### config.mk
export PLATFORM = sky130hd
export DESIGN_NAME = time_entry
export DESIGN_NICKNAME = d
export VERILOG_FILES = /design/src/rtl/time_pkg.sv /design/src/rtl/bcd_pair_reg.sv /design/src/rtl/time_entry.sv
export SDC_FILE = /design/constraint.sdc
export NUM_CORES = 1
export LEC_CHECK = 0
export CAP_MARGIN = 20
export CORE_AREA = 2 2 107 109
export CTS_CLUSTER_SIZE = 14
export DETAILED_ROUTE_END_ITERATION = 10
export DIE_AREA = 0 0 109 111
export PLACE_DENSITY = 0.43
export SLEW_MARGIN = 15
export SYNTH_ARGS = -nofsm -noshare
export SYNTH_HDL_FRONTEND = slang
export SYNTH_SLANG_ARGS = --single-unit
### constraint.sdc
create_clock -name clock -period 5 [get_ports clock]
set_clock_uncertainty 0.05 [all_clocks]
set_input_delay 0.75 -clock clock [delete_from_list [all_inputs] [get_ports clock]]
set_output_delay 0.75 -clock clock [all_outputs]
set_load 0.05 [all_outputs]
### src/rtl/time_pkg.sv
// Shared types and limits for the time-entry block: field and FSM encodings,
// BCD digit width and the committed-value range limits.
package time_pkg;

  localparam int unsigned BCD_W      = 4;
  localparam int unsigned PAIR_BIN_W = 7;  // 99 is the largest two-digit value
  localparam int unsigned HOUR_MAX   = 23;
  localparam int unsigned MINSEC_MAX = 59;

  typedef enum logic [1:0] {
    FieldNone = 2'd0,
    FieldHour = 2'd1,
    FieldMin  = 2'd2,
    FieldSec  = 2'd3
  } field_e;

  typedef enum logic [1:0] {
    StIdle   = 2'd0,
    StEntry  = 2'd1,
    StCommit = 2'd2
  } state_e;

  // The sequencer may leave earlier enables high, so the latest field wins.
  function automatic field_e field_select(input logic hour_en,
                                          input logic min_en,
                                          input logic sec_en);
    field_e f;
    if (sec_en) begin
      f = FieldSec;
    end else if (min_en) begin
      f = FieldMin;
    end else if (hour_en) begin
      f = FieldHour;
    end else begin
      f = FieldNone;
    end
    return f;
  endfunction

endpackage

### src/rtl/bcd_pair_reg.sv
// Two-digit BCD staging register: synchronous clear, shift-in of a new units
// digit, and a binary view of the staged value.
module bcd_pair_reg
  import time_pkg::*;
(
  input  logic                  clk_i,
  input  logic                  rst_i,
  input  logic                  clr_i,
  input  logic                  shift_i,
  input  logic [BCD_W-1:0]      digit_i,
  output logic [PAIR_BIN_W-1:0] bin_o
);

  logic [BCD_W-1:0] tens_q, tens_d;
  logic [BCD_W-1:0] units_q, units_d;

  // Clear is applied before the shift so a digit arriving with the clear
  // lands in an otherwise empty pair.
  always_comb begin
    tens_d  = tens_q;
    units_d = units_q;
    if (clr_i) begin
      tens_d  = '0;
      units_d = '0;
    end
    if (shift_i) begin
      tens_d  = units_d;
      units_d = digit_i;
    end
  end

  always_ff @(posedge clk_i or posedge rst_i) begin
    if (rst_i) begin
      tens_q  <= '0;
      units_q <= '0;
    end else begin
      tens_q  <= tens_d;
      units_q <= units_d;
    end
  end

  always_comb begin
    bin_o = PAIR_BIN_W'(tens_q) * PAIR_BIN_W'(10) + PAIR_BIN_W'(units_q);
  end

endmodule

### src/rtl/time_entry.sv
// Keypad time entry: stages hour/minute/second digits per selected field and
// commits them as binary values on the rising edge of completeSetting.
module time_entry
  import time_pkg::*;
(
  input  logic             clock,
  input  logic             reset,
  input  logic             hour_en,
  input  logic             min_en,
  input  logic             sec_en,
  input  logic             completeSetting,
  input  logic             key_valid,
  input  logic [BCD_W-1:0] key_digit,
  output logic [4:0]       hour_out,
  output logic [5:0]       min_out,
  output logic [5:0]       sec_out,
  output logic             load,
  output logic             entry_error,
  output logic [1:0]       cur_field
);

  field_e field_q, field_d;
  state_e state_q, state_d;
  logic   cs_q;
  logic   err_q, err_d;

  logic [4:0] hour_q, hour_d;
  logic [5:0] min_q, min_d;
  logic [5:0] sec_q, sec_d;

  logic [PAIR_BIN_W-1:0] hour_bin, min_bin, sec_bin;

  logic field_entry, key_ok, cs_rise, in_commit, range_ok, commit_ok;
  logic clr_hour, clr_min, clr_sec;
  logic shift_hour, shift_min, shift_sec;

  // Keys are routed by the field being selected this cycle, so a digit that
  // arrives together with a field change goes into the new field.
  always_comb begin
    field_d     = field_select(hour_en, min_en, sec_en);
    field_entry = (field_d != FieldNone) && (field_d != field_q);
    key_ok      = key_valid && (key_digit <= 4'd9) && (field_d != FieldNone);
    clr_hour    = field_entry && (field_d == FieldHour);
    clr_min     = field_entry && (field_d == FieldMin);
    clr_sec     = field_entry && (field_d == FieldSec);
    shift_hour  = key_ok && (field_d == FieldHour);
    shift_min   = key_ok && (field_d == FieldMin);
    shift_sec   = key_ok && (field_d == FieldSec);
  end

  bcd_pair_reg u_hour_pair (
    .clk_i   (clock),
    .rst_i   (reset),
    .clr_i   (clr_hour),
    .shift_i (shift_hour),
    .digit_i (key_digit),
    .bin_o   (hour_bin)
  );

  bcd_pair_reg u_min_pair (
    .clk_i   (clock),
    .rst_i   (reset),
    .clr_i   (clr_min),
    .shift_i (shift_min),
    .digit_i (key_digit),
    .bin_o   (min_bin)
  );

  bcd_pair_reg u_sec_pair (
    .clk_i   (clock),
    .rst_i   (reset),
    .clr_i   (clr_sec),
    .shift_i (shift_sec),
    .digit_i (key_digit),
    .bin_o   (sec_bin)
  );

  always_comb begin
    cs_rise = completeSetting && !cs_q;
    state_d = state_q;
    unique case (state_q)
      StIdle: begin
        if (cs_rise) begin
          state_d = StCommit;
        end else if (hour_en || min_en || sec_en) begin
          state_d = StEntry;
        end
      end
      StEntry: begin
        if (cs_rise) begin
          state_d = StCommit;
        end
      end
      StCommit: state_d = StIdle;
      default:  state_d = StIdle;
    endcase
  end

  // Commit results are visible combinationally during the COMMIT cycle and
  // held in the output registers afterwards.
  always_comb begin
    in_commit = (state_q == StCommit);
    range_ok  = (hour_bin <= PAIR_BIN_W'(HOUR_MAX)) &&
                (min_bin  <= PAIR_BIN_W'(MINSEC_MAX)) &&
                (sec_bin  <= PAIR_BIN_W'(MINSEC_MAX));
    commit_ok = in_commit && range_ok;

    hour_d = hour_q;
    min_d  = min_q;
    sec_d  = sec_q;
    if (commit_ok) begin
      hour_d = hour_bin[4:0];
      min_d  = min_bin[5:0];
      sec_d  = sec_bin[5:0];
    end

    err_d = err_q;
    if (in_commit) begin
      err_d = !range_ok;
    end else if (field_entry) begin
      err_d = 1'b0;
    end

    hour_out    = hour_d;
    min_out     = min_d;
    sec_out     = sec_d;
    load        = commit_ok;
    entry_error = err_q || (in_commit && !range_ok);
    cur_field   = field_q;
  end

  always_ff @(posedge clock or posedge reset) begin
    if (reset) begin
      field_q <= FieldNone;
      state_q <= StIdle;
      cs_q    <= 1'b0;
      err_q   <= 1'b0;
      hour_q  <= '0;
      min_q   <= '0;
      sec_q   <= '0;
    end else begin
      field_q <= field_d;
      state_q <= state_d;
      cs_q    <= completeSetting;
      err_q   <= err_d;
      hour_q  <= hour_d;
      min_q   <= min_d;
      sec_q   <= sec_d;
    end
  end

endmodule
==> impl_metrics.csv, run 1 <==
group,metric,value,unit
cells_and_area,n_antenna_cell,0,
route,dr_total_vias,1815,
synthesis,yosysWarnings,0,
setup_path,startpoint_type,"register",
clock_tree,h-tree-depth,2,
setup_path,cp_max_fo,16,
die,coreArea,11080,µm²
synthesis,synthMostInstantiatedCell,"dfrtp_1",
placed_design,io_buffers,31,
global_route,grt_max_degree,29,
setup_path,crit_chain,"ha_1 -> ha_1 -> inv_1 -> fa_1 -> nand3b_1 -> a311o_1 -> o211ai_1 -> nand4b_4 -> buf_4 -> mux2_2 -> clkdlybuf4s50_1",
synthesis,synth.top_cells.by_area,"dfrtp_1, ha_1, mux2i_1, fa_1, mux2_4",
route,detail-route-antenna-nets,0,
sta,setup_slack,0.2351,ns
power,p_leak,1.694,nW
die,die_height,111,µm
setup_path,cp.required,4.20,ns
sta,hold_slack,0.3777,ns
synthesis,synth_area_leader_cell,"dfrtp_1",
clock_tree,path_clk_slew,0.07,ns
setup_path,critPathKind,"register to output pin",
hold_path,worst_hold_path_type,"register to register",
die,rows,39,
synthesis,async_flop_share,100.0,%
route,wl_per_cell,14.11,µm
global_route,first_global_vias,1962,
synthesis,synth_common_cells,"dfrtp_1, inv_1, ha_1, nor2_1",
die,io_pins,32,
clock_tree,insertion_delay,0.28,ns
cells_and_area,area_growth,23.81,%
clock_tree,cts_tree,"built",
die,initial_core_util,24.34,%
setup_path,arrival,3.96,ns
global_route,grt_pass1_wl,10090,µm
synthesis,yosysSeqAreaShare,43.62,%
synthesis,synth.top_cell.area_share,43.62,%
sta,timing.final.crit_period,4.765,ns
setup_path,critPathMaxStageDelay,0.80,ns
sta,max-slew-margin-rel,63.37,%
global_route,grt_use_total,10.73,%
route,dr.pass1.iters,4,
placed_design,hpwl,4544,µm
route,route.detailed.drc,0,
synthesis,synth_edf_count,0,
die,dieArea,12100,µm²
synthesis,ys_ff_latch,47,
route,first_iter_violations,56,
sta,slew_viol_final,0,
synthesis,synth_area_per_cell,11.14,µm²
cells_and_area,drive_gt1_share,10.79,%
clock_tree,cts_buffers,5,
route,routed_wl,5939,µm
sta,finalCritPeriodShare,95.30,%
setup_path,path_delay_family,"buffers and inverters",
synthesis,syn-num-nets,278,
clock_tree,cts_root_buf,"clkbuf_16",
placed_design,post-place-ws,0.5120,ns
cells_and_area,finalNetCount,313,
global_route,antenna_found_initial,0,
clock_tree,clkSinkCount,47,
synthesis,ys.flop_type,"dfrtp_1",
cells_and_area,final_cells,421,
power,peakVddDrop,0.1560,mV
synthesis,ys_types,44,
setup_path,end_kind,"output pin",
run_status,status,"finished clean",
setup_path,critPathSlowestCell,"clkdlybuf4s50_1",
placed_design,place.gp.congestion,0.7155,
die,die_w,109,µm
synthesis,synth_area,2696,µm²
sta,timing.fmax,209.9,MHz
clock_tree,cts_max_path_buffers,2,
synthesis,synthCells,242,
sta,setup_viol,0,
run,maxCapViolations,0,
setup_path,critPathBufInv,3,
power,powerDensity,363.2,nW/µm²
sta,tns,0,ns
global_route,grt-ovfl-total,0,
placed_design,place_inst,413,
setup_path,cpMostUsedCell,"ha_1",
sta,hold_viol,0,
sta,worst_slew_pin_slew,0.5452,ns
sta,grt_setup_unrepaired,"false",
route,vias_per_cell,4.311,
[through the flow]
step | instance area, µm² | utilization (%) | power [mW]
5_1_grt | 3338 | 30.14 | 1.280
2_1_floorplan | 2696 | - | 0.7606
3_5_place_dp | 3187 | 28.77 | 0.8893
3_3_place_gp | 3167 | 28.59 | 0.8890
4_1_cts | 3333 | 30.09 | 1.234
6_report | 3338 | 30.14 | 1.212
[final timing paths]
path | depth (start not counted) | from | slack, ns | to
hold / removal | 1 | cs_q | 0.38 | state_q[1]
setup reg to reg | 10 | u_min_pair.tens_q[1] | 1.88 | min_q[1]
hold reg to reg | 1 | cs_q | 0.38 | state_q[1]
min in group asynchronous | 2 | reset | 0.74 | u_hour_pair.tens_q[2]
max in group asynchronous | 3 | reset | 3.65 | u_sec_pair.tens_q[1]
setup / recovery | 11 | u_min_pair.tens_q[1] | 0.24 | sec_out[5]
[where the power goes]
group	internal [mW]	leakage (nW)	total (mW)	switching, mW
Combinational	0.158	0.997	0.411	0.253
Sequential	0.435	0.625	0.466	0.0308
Clock	0.188	0.0710	0.335	0.148
[sequential cells by signal (all words and copies together), names as in the netlist, 4 cells and up]
signal	count
u_sec_pair.tens_q	4
min_q	6
u_min_pair.units_q	4
u_hour_pair.tens_q	4
hour_q	5
sec_q	6
u_min_pair.tens_q	4
u_hour_pair.units_q	4
u_sec_pair.units_q	4
[logic make-up after synthesis]
logic type,count (synthesis),share of synthesized area [%]
fa+ha+maj,26,13.69
simple gates,61,12.16
xor+xnor,12,3.898
flops,47,43.62
compound gates,38,9.698
buf+inv,29,4.315
mux,29,12.62
[layout make-up]
cell class,count,area [µm²]
flip-flops and latches,47,1176
fillers,1142,7739
clock inverters,2,17.52
multi-input cells,166,1404
well taps,143,178.9
repair buffers,33,342.8
clock buffers,6,128.9
inverters,24,90.09
[cell usage in the layout, fill, tap and decap left out, types with 3 or more instances in the layout]
cell             instances
nand3_1                 15
clkdlybuf4s50_1         29
and2_1                   3
xor2_1                   7
nand2_1                  6
o21ai_0                 15
mux2i_1                 13
a21oi_1                  3
nor2b_1                  4
a21o_1                   5
ha_1                    19
mux2_4                   8
inv_1                   23
xnor2_1                  5
dfrtp_1                 47
fa_1                     6
nor2_1                  18
clkbuf_16                5
mux2_2                   8
[repair_timing]
item | CTS | global route
gates resized for setup | 0 | 2
buffers inserted | 0 | 0
endpoints found under the setup margin | 0 | 2
hold buffers | 0 | 0
[metal layers]
layer / global-route usage [%] / vias up / part of all wire, %
met5: 0 / - / 0
li1: - / 905 / -
met4: 2.051 / 0 / 0.52
met3: 2.939 / 2 / 3.4
met1: 15.26 / 878 / 51
met2: 16.36 / 30 / 45
Power figures use the tool's default switching activity.
==> inputs of run 2 (changes only) <==
--- a/config.mk
+++ b/config.mk
@@ -10,6 +10,7 @@
 export CTS_CLUSTER_SIZE = 14
 export DETAILED_ROUTE_END_ITERATION = 10
 export DIE_AREA = 0 0 109 111
+export HOLD_SLACK_MARGIN = 0.02
 export PLACE_DENSITY = 0.43
 export SLEW_MARGIN = 15
 export SYNTH_ARGS = -nofsm -noshare
==> constraint.sdc (replaced) <==
create_clock -name clock -period 5.7 [get_ports clock]
set_clock_uncertainty 0.05 [all_clocks]
set_input_delay 0.855 -clock clock [delete_from_list [all_inputs] [get_ports clock]]
set_output_delay 0.855 -clock clock [all_outputs]
set_load 0.05 [all_outputs]
==> run 2 against run 1 <==
Against the previous run: cell count down 0.24%; non-clock buffer count down 1; flip-flop and latch count unchanged; sequential share of layout area up 0.12 points; worst setup slack better by 0.44 ns.
==> impl_metrics.csv, run 2 (same netlist as run 1, synthesis figures left out) <==
group,metric,value,unit
cells_and_area,multi_input_area,1404,µm²
cells_and_area,final_cell_mix,"dfrtp_1, clkdlybuf4s50_1, inv_1",
power,p_switching,382.0,µW
die,io_pins,32,
power,internal_power,685.9,µW
run,maxCapViolations,0,
power,swShare,35.77,%
sta,timing.fmax,199.0,MHz
sta,timing.final.crit_period,5.024,ns
setup_path,arrival,4.12,ns
global_route,grt_pass1_wl,9818,µm
global_route,grt_max_degree,35,
placed_design,io_buffers,31,
route,first_iter_violations,81,
sta,slew_viol_final,0,
setup_path,startpoint,"u_min_pair.tens_q[1]",
setup_path,cp.required,4.80,ns
power,p_leak,1.664,nW
power,pwr-share-comb,33.7,%
cells_and_area,reg.largest.list,"min_q (6), sec_q (6), hour_q (5)",
die,dieArea,12100,µm²
route,wl_per_cell,14.00,µm
sta,finalCritPeriodShare,88.14,%
clock_tree,cts_root_buf,"clkbuf_16",
route,routed_wl,5879,µm
cells_and_area,drive_gt1_share,10.83,%
setup_path,end_kind,"output pin",
sta,tns,0,ns
clock_tree,cts_setup_buffers,0,
clock_tree,cts_buffers,5,
hold_path,hp-start,"cs_q",
setup_path,startpoint_type,"register",
route,dr.pass1.iters,4,
clock_tree,clkSinkCount,47,
setup_path,critPathMaxStageDelay,0.84,ns
clock_tree,cts_tree,"built",
setup_path,path_delay_family,"adder cells",
die,coreArea,11080,µm²
global_route,antenna_found_initial,0,
global_route,grt_use_total,10.44,%
setup_path,crit_chain,"ha_1 -> ha_1 -> inv_1 -> fa_1 -> nand3b_1 -> a311o_1 -> o211ai_1 -> nand4b_4 -> mux2i_1 -> clkdlybuf4s50_1",
clock_tree,insertion_delay,0.29,ns
sta,worst_slew_pin_slew,0.5470,ns
setup_path,r2r_start,"u_min_pair.tens_q[1]",
placed_design,place.gp.congestion,0.7285,
power,peakVddDrop,0.1264,mV
sta,hold_viol,0,
die,die_w,109,µm
cells_and_area,finalNetCount,312,
hold_path,worst_hold_path_type,"register to register",
power,seq_power_share,38.1,%
sta,setup_viol,0,
clock_tree,h-tree-depth,2,
clock_tree,holdBufCountCts,0,
global_route,first_global_vias,1884,
sta,grt_setup_unrepaired,"false",
die,rows,39,
sta,max-slew-margin-rel,63.25,%
setup_path,critPathBufInv,2,
die,initial_core_util,24.34,%
placed_design,post-place-ws,0.9270,ns
setup_path,critPathKind,"register to output pin",
setup_path,cpMostUsedCell,"ha_1",
route,vias_per_cell,4.350,
sta,setup_slack,0.6759,ns
cells_and_area,n_antenna_cell,0,
power,p_total,1.068,mW
route,dr_total_vias,1827,
die,die_height,111,µm
route,detail-route-antenna-nets,0,
setup_path,critPathSlowestCell,"clkdlybuf4s50_1",
cells_and_area,area_growth,23.39,%
clock_tree,cts_max_path_buffers,2,
clock_tree,cts_resized,0,
placed_design,hpwl,4514,µm
global_route,grt-ovfl-total,0,
cells_and_area,regArea,1176,µm²
power,powerDensity,321.0,nW/µm²
setup_path,cp_max_fo,18,
run_status,status,"finished clean",
route,route.detailed.drc,0,
cells_and_area,nFillCells,1140,
power,p_clk_share,28.2,%
clock_tree,path_clk_slew,0.07,ns
cells_and_area,final_common_cell,"dfrtp_1",
-- run 2: changes by cell type in the layout (fill, tap and decap cells not counted), sizes merged --
cell / previous run / this run
buf: 2 / 1
clkbuf: 6 / 5
clkdlybuf4s50: 29 / 31
clkinv: 2 / 1
dlymetal6s2s: 2 / 0
inv: 24 / 26
-- run 2: worst paths after layout --
path                         endpoint  slack [ns]  cells past startpoint
setup / recovery           sec_out[2]        0.68                     10
hold / removal             state_q[1]        0.38                      1
setup reg to reg             min_q[1]        2.43                      9
hold reg to reg            state_q[1]        0.38                      1
max in group asynchronous    min_q[0]        4.30                      3
min in group asynchronous   hour_q[3]        0.80                      2
-- run 2: layout make-up --
class / count / area share [%]
Clock buffer: 5 / 3.761
Sequential cell: 47 / 35.35
Tap cell: 143 / 5.378
Multi-Input combinational cell: 166 / 42.20
Clock inverter: 3 / 0.6769
Inverter: 24 / 2.708
Timing Repair Buffer: 32 / 9.929
-- run 2: layer usage --
metal	track usage (%)	wire, µm
met2	15.16	2573
met4	3.077	77
met3	1.881	165
met1	15.66	3063
met5	0	0
-- run 2: power by group through the flow --
stage,Sequential [mW],Combinational (mW),Clock (mW)
6_report,0.407,0.360,0.301
5_1_grt,0.413,0.384,0.329
4_1_cts,0.407,0.366,0.314
3_5_place_dp,0.413,0.364,0
3_3_place_gp,0.412,0.363,0
2_1_floorplan,0.407,0.260,0
-- run 2: per-stage QoR --
| stage | std cells | instance area, µm² | util, % | hold WS [ns] |
|---|---|---|---|---|
| global route | 420 | 3327 | 30.04 | 0.4171 |
| CTS | 420 | 3327 | 30.04 | 0.3812 |
| global placement | 411 | 3159 | 28.52 | 0.3667 |
| finish | 420 | 3327 | 30.04 | 0.3772 |
| floorplan | 242 | 2696 | - | 0.3572 |
| detailed placement | 412 | 3179 | 28.70 | 0.3722 |
==> inputs of run 3 (changes only) <==
--- a/config.mk
+++ b/config.mk
@@ -12,6 +12,7 @@
 export DIE_AREA = 0 0 109 111
 export HOLD_SLACK_MARGIN = 0.02
 export PLACE_DENSITY = 0.43
+export REMOVE_ABC_BUFFERS = 1
 export SLEW_MARGIN = 15
 export SYNTH_ARGS = -nofsm -noshare
 export SYNTH_HDL_FRONTEND = slang
==> constraint.sdc (replaced) <==
create_clock -name clock -period 5.7 [get_ports clock]
set_clock_uncertainty 0.05 [all_clocks]
set_input_delay 1.14 -clock clock [delete_from_list [all_inputs] [get_ports clock]]
set_output_delay 1.14 -clock clock [all_outputs]
set_load 0.05 [all_outputs]
==> run 3 against run 2 <==
Against the previous run: sequential share of layout area down 0.093 points; worst hold slack lost 0.0019 ns; wire length is 4.4% lower; die area stayed put; largest cell class unchanged.
==> impl_metrics.csv, run 3 (same netlist as run 1, synthesis figures left out) <==
group,metric,value,unit
cells_and_area,finalNetCount,312,
sta,timing.fmax,184.9,MHz
global_route,grt-ovfl-total,0,
placed_design,io_buffers,31,
sta,setup_viol,0,
clock_tree,cts_max_path_buffers,2,
cells_and_area,final_cell_mix,"dfrtp_1, clkdlybuf4s50_1, inv_1",
setup_path,startpoint,"u_min_pair.tens_q[1]",
setup_path,end_kind,"output pin",
route,detail-route-antenna-nets,0,
setup_path,critPathBufInv,2,
cells_and_area,drive_gt1_share,10.83,%
hold_path,worst_hold_path_type,"register to register",
placed_design,hpwl,4195,µm
power,powerDensity,329.1,nW/µm²
clock_tree,h-tree-depth,2,
cells_and_area,final_common_cell,"dfrtp_1",
setup_path,cp.required,4.51,ns
global_route,first_global_vias,1861,
clock_tree,cts_root_buf,"clkbuf_16",
setup_path,path_delay_family,"adder cells",
sta,worst_slew_pin_slew,0.6307,ns
route,route.detailed.drc,0,
route,dr.pass1.iters,4,
die,die_w,109,µm
clock_tree,cts_resized,0,
power,p_leak,1.668,nW
global_route,grt_max_degree,48,
run_status,status,"finished clean",
setup_path,r2r_cells,9,
sta,grt_setup_unrepaired,"false",
sta,max-slew-margin-rel,57.95,%
cells_and_area,multi_input_area,1404,µm²
setup_path,r2r_start,"u_min_pair.tens_q[1]",
clock_tree,path_clk_slew,0.07,ns
die,dieArea,12100,µm²
setup_path,cp_max_fo,18,
global_route,grt_pass1_wl,9515,µm
sta,timing.final.crit_period,5.409,ns
setup_path,worstSetupEndpoint,"sec_out[2]",
die,die_height,111,µm
setup_path,arrival,4.22,ns
cells_and_area,area_growth,23.71,%
sta,hold_viol,0,
die,initial_core_util,24.34,%
clock_tree,clkSinkCount,47,
global_route,grt_use_total,10.13,%
cells_and_area,n_antenna_cell,0,
setup_path,r2r_end,"hour_q[2]",
setup_path,cp_num_cells,10,
sta,finalCritPeriodShare,94.90,%
route,vias_per_cell,4.331,
run,maxCapViolations,0,
clock_tree,insertion_delay,0.29,ns
placed_design,post-place-ws,0.5129,ns
power,peakVddDrop,0.1133,mV
route,dr_total_vias,1819,
sta,setup_slack,0.2907,ns
setup_path,critPathMaxStageDelay,0.84,ns
placed_design,place.gp.congestion,0.7032,
setup_path,rrSetupSlack,2.33,ns
cells_and_area,nFillCells,1133,
setup_path,cpMostUsedCell,"ha_1",
global_route,antenna_found_initial,0,
setup_path,startpoint_type,"register",
die,rows,39,
route,first_iter_violations,36,
clock_tree,holdBufCountCts,0,
route,routed_wl,5621,µm
clock_tree,cts_tree,"built",
sta,tns,0,ns
sta,slew_viol_final,0,
route,wl_per_cell,13.38,µm
cells_and_area,reg.largest.list,"min_q (6), sec_q (6), hour_q (5)",
setup_path,critPathKind,"register to output pin",
setup_path,crit_chain,"ha_1 -> ha_1 -> inv_1 -> fa_1 -> nand3b_1 -> a311o_1 -> o211ai_1 -> nand4b_4 -> mux2i_1 -> clkdlybuf4s50_1",
cells_and_area,regArea,1176,µm²
setup_path,critPathSlowestCell,"clkdlybuf4s50_1",
clock_tree,cts_setup_buffers,0,
die,io_pins,32,
clock_tree,cts_buffers,5,
die,coreArea,11080,µm²
[run 3: how the worst min path moves through the flow]
stage,start,cells past startpoint,end
finish,cs_q,1,state_q[1]
global route,cs_q,1,state_q[1]
CTS,cs_q,1,state_q[1]
detailed placement,cs_q,1,state_q[1]
global placement,cs_q,1,state_q[1]
floorplan,cs_q,1,state_q[1]
[run 3: final cells by class]
cell class / count / area share (%)
Clock buffer: 5 / 3.751
Clock inverter: 3 / 1.313
Inverter: 24 / 2.701
Multi-Input combinational cell: 166 / 42.09
Sequential cell: 47 / 35.26
Tap cell: 143 / 5.364
Timing Repair Buffer: 32 / 9.527
[run 3: per-stage QoR]
step                area, µm²  cells  power [mW]  hold slack, ns  utilization [%]
global placement         3167    412      0.7734          0.3693            28.59
CTS                      3336    420       1.118          0.3761            30.11
detailed placement       3167    412      0.7736          0.3679            28.59
finish                   3336    420       1.098          0.3754            30.11
floorplan                2670    237      0.6655          0.3572                -
global route             3336    420       1.154          0.4281            30.11
[run 3: worst register-to-register path, cell delays in order, from the launching register on]
cell and delay [ns]:
dfrtp_1 0.43, ha_1 0.32, ha_1 0.20, inv_1 0.06
fa_1 0.46, nand3b_1 0.19, a311o_1 0.36, o211ai_1 0.22
nand4b_4 0.49, mux2_4 0.46
[run 3: power breakdown]
part,switching (mW),leakage [nW],internal [mW]
Clock,0.128,0.0838,0.207
Sequential,0.0244,0.625,0.382
Combinational,0.219,0.959,0.138
[run 3: per-layer routing]
layer | global-route usage (%) | wire [µm] | vias to the layer above
li1 | - | - | 910
met1 | 14.75 | 2898 | 864
met2 | 14.12 | 2377 | 35
met3 | 2.116 | 187 | 10
met4 | 4.786 | 157 | 0
met5 | 0 | 0 | -
